==> config.mk <==
export PLATFORM = sky130hd
export DESIGN_NAME = conv_encoder
export DESIGN_NICKNAME = d
export VERILOG_FILES = /design/src/rtl/vit_pkg.sv /design/src/rtl/enc_parity.sv /design/src/rtl/conv_encoder.sv
export SDC_FILE = /design/constraint.sdc
export NUM_CORES = 1
export LEC_CHECK = 0
export CORE_UTILIZATION = 55
export DETAILED_ROUTE_END_ITERATION = 10
export PLACE_DENSITY = 0.93
export REMOVE_ABC_BUFFERS = 1
export SETUP_SLACK_MARGIN = 0.3
export SLEW_MARGIN = 10
export SYNTH_ARGS = -nofsm -noshare
export SYNTH_HDL_FRONTEND = slang
export SYNTH_SLANG_ARGS = --single-unit
==> constraint.sdc <==
create_clock -name clk -period 4.1 [get_ports clk]
set_input_delay 0.615 -clock clk [delete_from_list [all_inputs] [get_ports clk]]
set_output_delay 0.615 -clock clk [all_outputs]
set_load 0.005 [all_outputs]
==> src/rtl/vit_pkg.sv <==
// rtl/vit_pkg.sv - constants and types shared by the convolutional encoder and the Viterbi decoder
package vit_pkg;

  localparam int K = 3;
  localparam logic [K-1:0] G0_DEF = 3'b111;
  localparam logic [K-1:0] G1_DEF = 3'b101;

  typedef logic [1:0] sym_t;

  typedef enum logic [1:0] {
    IDLE,
    DATA,
    TAIL
  } enc_state_t;

endpackage

==> src/rtl/enc_parity.sv <==
// rtl/enc_parity.sv - combinational generator-polynomial parity for one trellis branch
module enc_parity
  import vit_pkg::*;
#(
  parameter int             K  = vit_pkg::K,
  parameter logic [K-1:0]   G0 = vit_pkg::G0_DEF,
  parameter logic [K-1:0]   G1 = vit_pkg::G1_DEF
) (
  input  logic         b,
  input  logic [K-2:0] sr,
  output sym_t         sym
);

  logic [K-1:0] w;

  // The current input sits at bit K-1, so it lines up with the MSB tap of each polynomial.
  assign w   = {b, sr};
  assign sym = {^(w & G0), ^(w & G1)};

endmodule

==> src/rtl/conv_encoder.sv <==
// rtl/conv_encoder.sv - rate-1/2 convolutional encoder with zero-tail frame termination
module conv_encoder
  import vit_pkg::*;
#(
  parameter int           K         = vit_pkg::K,
  parameter logic [K-1:0] G0        = vit_pkg::G0_DEF,
  parameter logic [K-1:0] G1        = vit_pkg::G1_DEF,
  parameter int           FRAME_LEN = 8,
  parameter int           CNT_W     = $clog2(FRAME_LEN + K)
) (
  input  logic clk,
  input  logic rst,
  input  logic start,
  input  logic in_valid,
  input  logic in_bit,
  output logic in_ready,
  output logic out_valid,
  output sym_t out_sym,
  output logic out_last,
  input  logic out_ready,
  output logic busy
);

  enc_state_t       state_q, state_d;
  logic [K-2:0]     sr_q, sr_d;
  logic [CNT_W-1:0] cnt_q, cnt_d;
  logic             out_valid_q, out_valid_d;
  sym_t             out_sym_q, out_sym_d;
  logic             out_last_q, out_last_d;

  logic             slot_free;
  logic             enc_b;
  logic [K-1:0]     shifted;
  sym_t             enc_sym;

  enc_parity #(.K(K), .G0(G0), .G1(G1)) u_parity (
    .b  (enc_b),
    .sr (sr_q),
    .sym(enc_sym)
  );

  assign slot_free = !out_valid_q || out_ready;
  assign shifted   = {enc_b, sr_q};

  always_comb begin
    state_d     = state_q;
    sr_d        = sr_q;
    cnt_d       = cnt_q;
    out_valid_d = out_valid_q;
    out_sym_d   = out_sym_q;
    out_last_d  = out_last_q;
    in_ready    = 1'b0;
    enc_b       = 1'b0;

    if (out_valid_q && out_ready) begin
      out_valid_d = 1'b0;
    end

    case (state_q)
      IDLE: begin
        if (start) begin
          state_d = DATA;
          cnt_d   = '0;
          sr_d    = '0;
        end
      end
      DATA: begin
        in_ready = slot_free;
        enc_b    = in_bit;
        if (in_valid && slot_free) begin
          out_valid_d = 1'b1;
          out_sym_d   = enc_sym;
          out_last_d  = 1'b0;
          sr_d        = shifted[K-1:1];
          if (cnt_q == CNT_W'(FRAME_LEN - 1)) begin
            state_d = TAIL;
            cnt_d   = '0;
          end else begin
            cnt_d = cnt_q + CNT_W'(1);
          end
        end
      end
      TAIL: begin
        if (slot_free) begin
          out_valid_d = 1'b1;
          out_sym_d   = enc_sym;
          sr_d        = shifted[K-1:1];
          // Final tail bit flushes the register; leave it cleared for the next frame.
          if (cnt_q == CNT_W'(K - 2)) begin
            out_last_d = 1'b1;
            state_d    = IDLE;
            cnt_d      = '0;
            sr_d       = '0;
          end else begin
            out_last_d = 1'b0;
            cnt_d      = cnt_q + CNT_W'(1);
          end
        end
      end
      default: state_d = IDLE;
    endcase
  end

  always_ff @(posedge clk) begin
    if (rst) begin
      state_q     <= IDLE;
      sr_q        <= '0;
      cnt_q       <= '0;
      out_valid_q <= 1'b0;
      out_sym_q   <= 2'b00;
      out_last_q  <= 1'b0;
    end else begin
      state_q     <= state_d;
      sr_q        <= sr_d;
      cnt_q       <= cnt_d;
      out_valid_q <= out_valid_d;
      out_sym_q   <= out_sym_d;
      out_last_q  <= out_last_d;
    end
  end

  assign out_valid = out_valid_q;
  assign out_sym   = out_sym_q;
  assign out_last  = out_last_q;
  assign busy      = (state_q != IDLE);

endmodule

==> impl_metrics.env <==
export IMPL_grt_usage=0.2609
export IMPL_routed_via_density=6.302
export IMPL_ys_ff_latch=12
export IMPL_switching_share=0.2810
export IMPL_post_cts_setup_buffer_count=0
export IMPL_synth_common_cells="dfxtp_1, a21oi_1, o21ai_0, nor2_1, ha_1"
export IMPL_path_class="flip-flop to output pin"
export IMPL_clk_path_buf_depth=2
export IMPL_required_ns=3.48
export IMPL_power_switching_uw=77.32
export IMPL_slew_headroom=0.3748
export IMPL_post_synth_top_area_fraction=0.3087
export IMPL_die_y_um=39.62
export IMPL_drv_cap=0
export IMPL_avgSynthCellArea_um2=8.744
export IMPL_synth_edf_count=0
export IMPL_drive_gt1_frac=0.06931
export IMPL_critPathLaunch="state_q[1]"
export IMPL_final_area_um2=920.9
export IMPL_grt_first_pass_wirelength_mm=2.622
export IMPL_yosys_warnings=0
export IMPL_finalNetCount=113
export IMPL_pwr_share_comb=0.200
export IMPL_grt_max_degree=13
export IMPL_cts_hold_buf=0
export IMPL_drt_total_wl_mm=1.725
export IMPL_fin_crit_sh=0.6563
export IMPL_fp_dieW_um=39.62
export IMPL_vias=731
export IMPL_timing_rr_start="state_q[0]"
export IMPL_seq_area_frac_synth=0.3087
export IMPL_p_int_uw=197.9
export IMPL_cp_arrival_ns=2.08
export IMPL_power_share_sequential=0.444
export IMPL_pre_cts_ws_ns=1.710
export IMPL_place_area_um2=884.6
export IMPL_yosysTopAreaCell="dfxtp_1"
export IMPL_cts_max_level=1
export IMPL_start_util=0.5981
export IMPL_ant_nets=0
export IMPL_syn_inst=89
export IMPL_finalSetupViolCount=0
export IMPL_worst_pin_slew_ns=0.9232
export IMPL_port_buffers=11
export IMPL_synthFlopType="dfxtp_1"
export IMPL_r2r_end="cnt_q[3]"
export IMPL_area_growth_pct=18.33
export IMPL_end_kind="output pin"
export IMPL_rsz0062_at_grt="no"
export IMPL_synthTopCellsByArea="dfxtp_1, ha_1, a21oi_1"
export IMPL_hold_class="flip-flop to flip-flop"
export IMPL_cts_sinks=12
export IMPL_fin_ws_ns=1.409
export IMPL_num_rows=13
export IMPL_r2r_cells=6
export IMPL_grt_ovfl_total=0
export IMPL_fin_tns_setup_ns=0
export IMPL_cts_inserted_buffers=3
export IMPL_clk_latency_ns=0.29
export IMPL_num_fill_cells=107
export IMPL_finalHoldViolations=0
export IMPL_min_period_ns=2.691
export IMPL_wl_per_cell_um=14.87
export IMPL_power_density_nw_per_um2=298.9
export IMPL_skew_ns=0.004652
export IMPL_max_freq_mhz=371.7
export IMPL_ctsRootBufferMaster="clkbuf_4"
export IMPL_irDropWorstVdd_uv=193.4
export IMPL_holdPathStages=2
export IMPL_first_pass_iters=4
export IMPL_routabilityCongestion=0.8023
export IMPL_antenna_found_initial=0
export IMPL_post_route_drc_count=0
export IMPL_dpl_hpwl_mm=1.174
export IMPL_dieArea_um2=1569
export IMPL_async_reset_ff_frac=0
export IMPL_r2r_slack_ns=1.97
export IMPL_first_global_vias=597
export IMPL_cts_resized=0
export IMPL_cts_tree="yes"
export IMPL_start_kind="flip-flop"
export IMPL_io_pins=12
export IMPL_netlist_area_um2=778.2
export IMPL_netlist_cell_type_count=40
export IMPL_maxSlewViolCount=0
export IMPL_cp_endpoint="in_ready"
export IMPL_drt_iter0_drc=24
export IMPL_critical_path_max_fanout=9
export IMPL_core_area_um2=1301
export IMPL_synth_most_common_cell="dfxtp_1"
export IMPL_clock_power_share=0.356
export IMPL_status="completed"
export IMPL_p_leak_nw=0.3313
export IMPL_n_antenna_cell=0
export IMPL_cts_clk_slew_worst_paths_ns=0.08
==> layout by cell type, fill, tap and decap left out, types with 2 or more instances in the layout <==
cell and count:
nand2b_1 3, a21o_1 2, clkdlybuf4s50_1 11, inv_1 4
nor2b_1 2, clkbuf_4 3, dfxtp_1 12, a21oi_1 10
nor2_1 7, o21ai_0 9, a211oi_1 2, or4_1 2
nand4_1 3, ha_1 5
==> registers in the layout, indices dropped and copies added (netlist names) <==
register,count
cnt_q,4
out_sym,2
sr_q,2
state_q,2
out_last,1
out_valid,1
==> routing by layer <==
metal	wire length, µm	vias to the layer above	global-route usage
met1	782	340	0.3024
met2	819	25	0.4180
li1	-	361	-
met3	96	5	0.1023
met4	27	0	0.1121
met5	0	-	0
==> power by group through the flow <==
stage	Clock (mW)	Combinational [mW]	Sequential [mW]
floorplan	0	0.0318	0.124
global placement	0	0.0522	0.125
detailed placement	0	0.0534	0.125
CTS	0.101	0.0545	0.122
global route	0.109	0.0599	0.123
finish	0.0981	0.0550	0.122
==> cell families after synthesis <==
logic type      synth area share
fa+ha+maj                0.08039
xor+xnor                 0.04019
mux                      0.01286
simple gates              0.2106
flops                     0.3087
buf+inv                  0.05304
compound gates            0.2942
==> worst max-delay path, cell delays in order, from the launching register on <==
cell,delay (ns)
dfxtp_1,0.34
inv_1,0.08
ha_1,0.38
clkinv_1,0.33
nor2_1,0.16
clkdlybuf4s50_1,0.50
==> per-stage QoR <==
step           utilization  power [mW]  instances  hold slack [ns]
2_1_floorplan            -      0.1562         86           0.4506
3_3_place_gp        0.6798      0.1767        112           0.4563
3_5_place_dp        0.6798      0.1782        112           0.4715
4_1_cts             0.7077      0.2778        116           0.4853
5_1_grt             0.7077      0.2913        116           0.4962
6_report            0.7077      0.2752        116           0.4777
==> worst min path at each step <==
stage	startpoint	to	slack, ns
final	out_last	out_last	0.48
after detailed placement	out_sym[1]	out_sym[1]	0.47
after CTS	out_sym[1]	out_sym[1]	0.49
after global routing	out_sym[1]	out_sym[1]	0.50
after floorplan	out_last	out_last	0.45
after global placement	out_last	out_last	0.46
==> area by class of cell <==
cell class                 instances  area [µm²]  share of cell area
sequential                        12       240.2              0.2609
tap                               15       18.77             0.02038
timing repair buffer              11       110.1              0.1196
clock buffer                       4       36.28             0.03940
multi-input combinational         69       496.7              0.5394
inverter                           5       18.77             0.02038
Power figures use the tool's default switching activity.
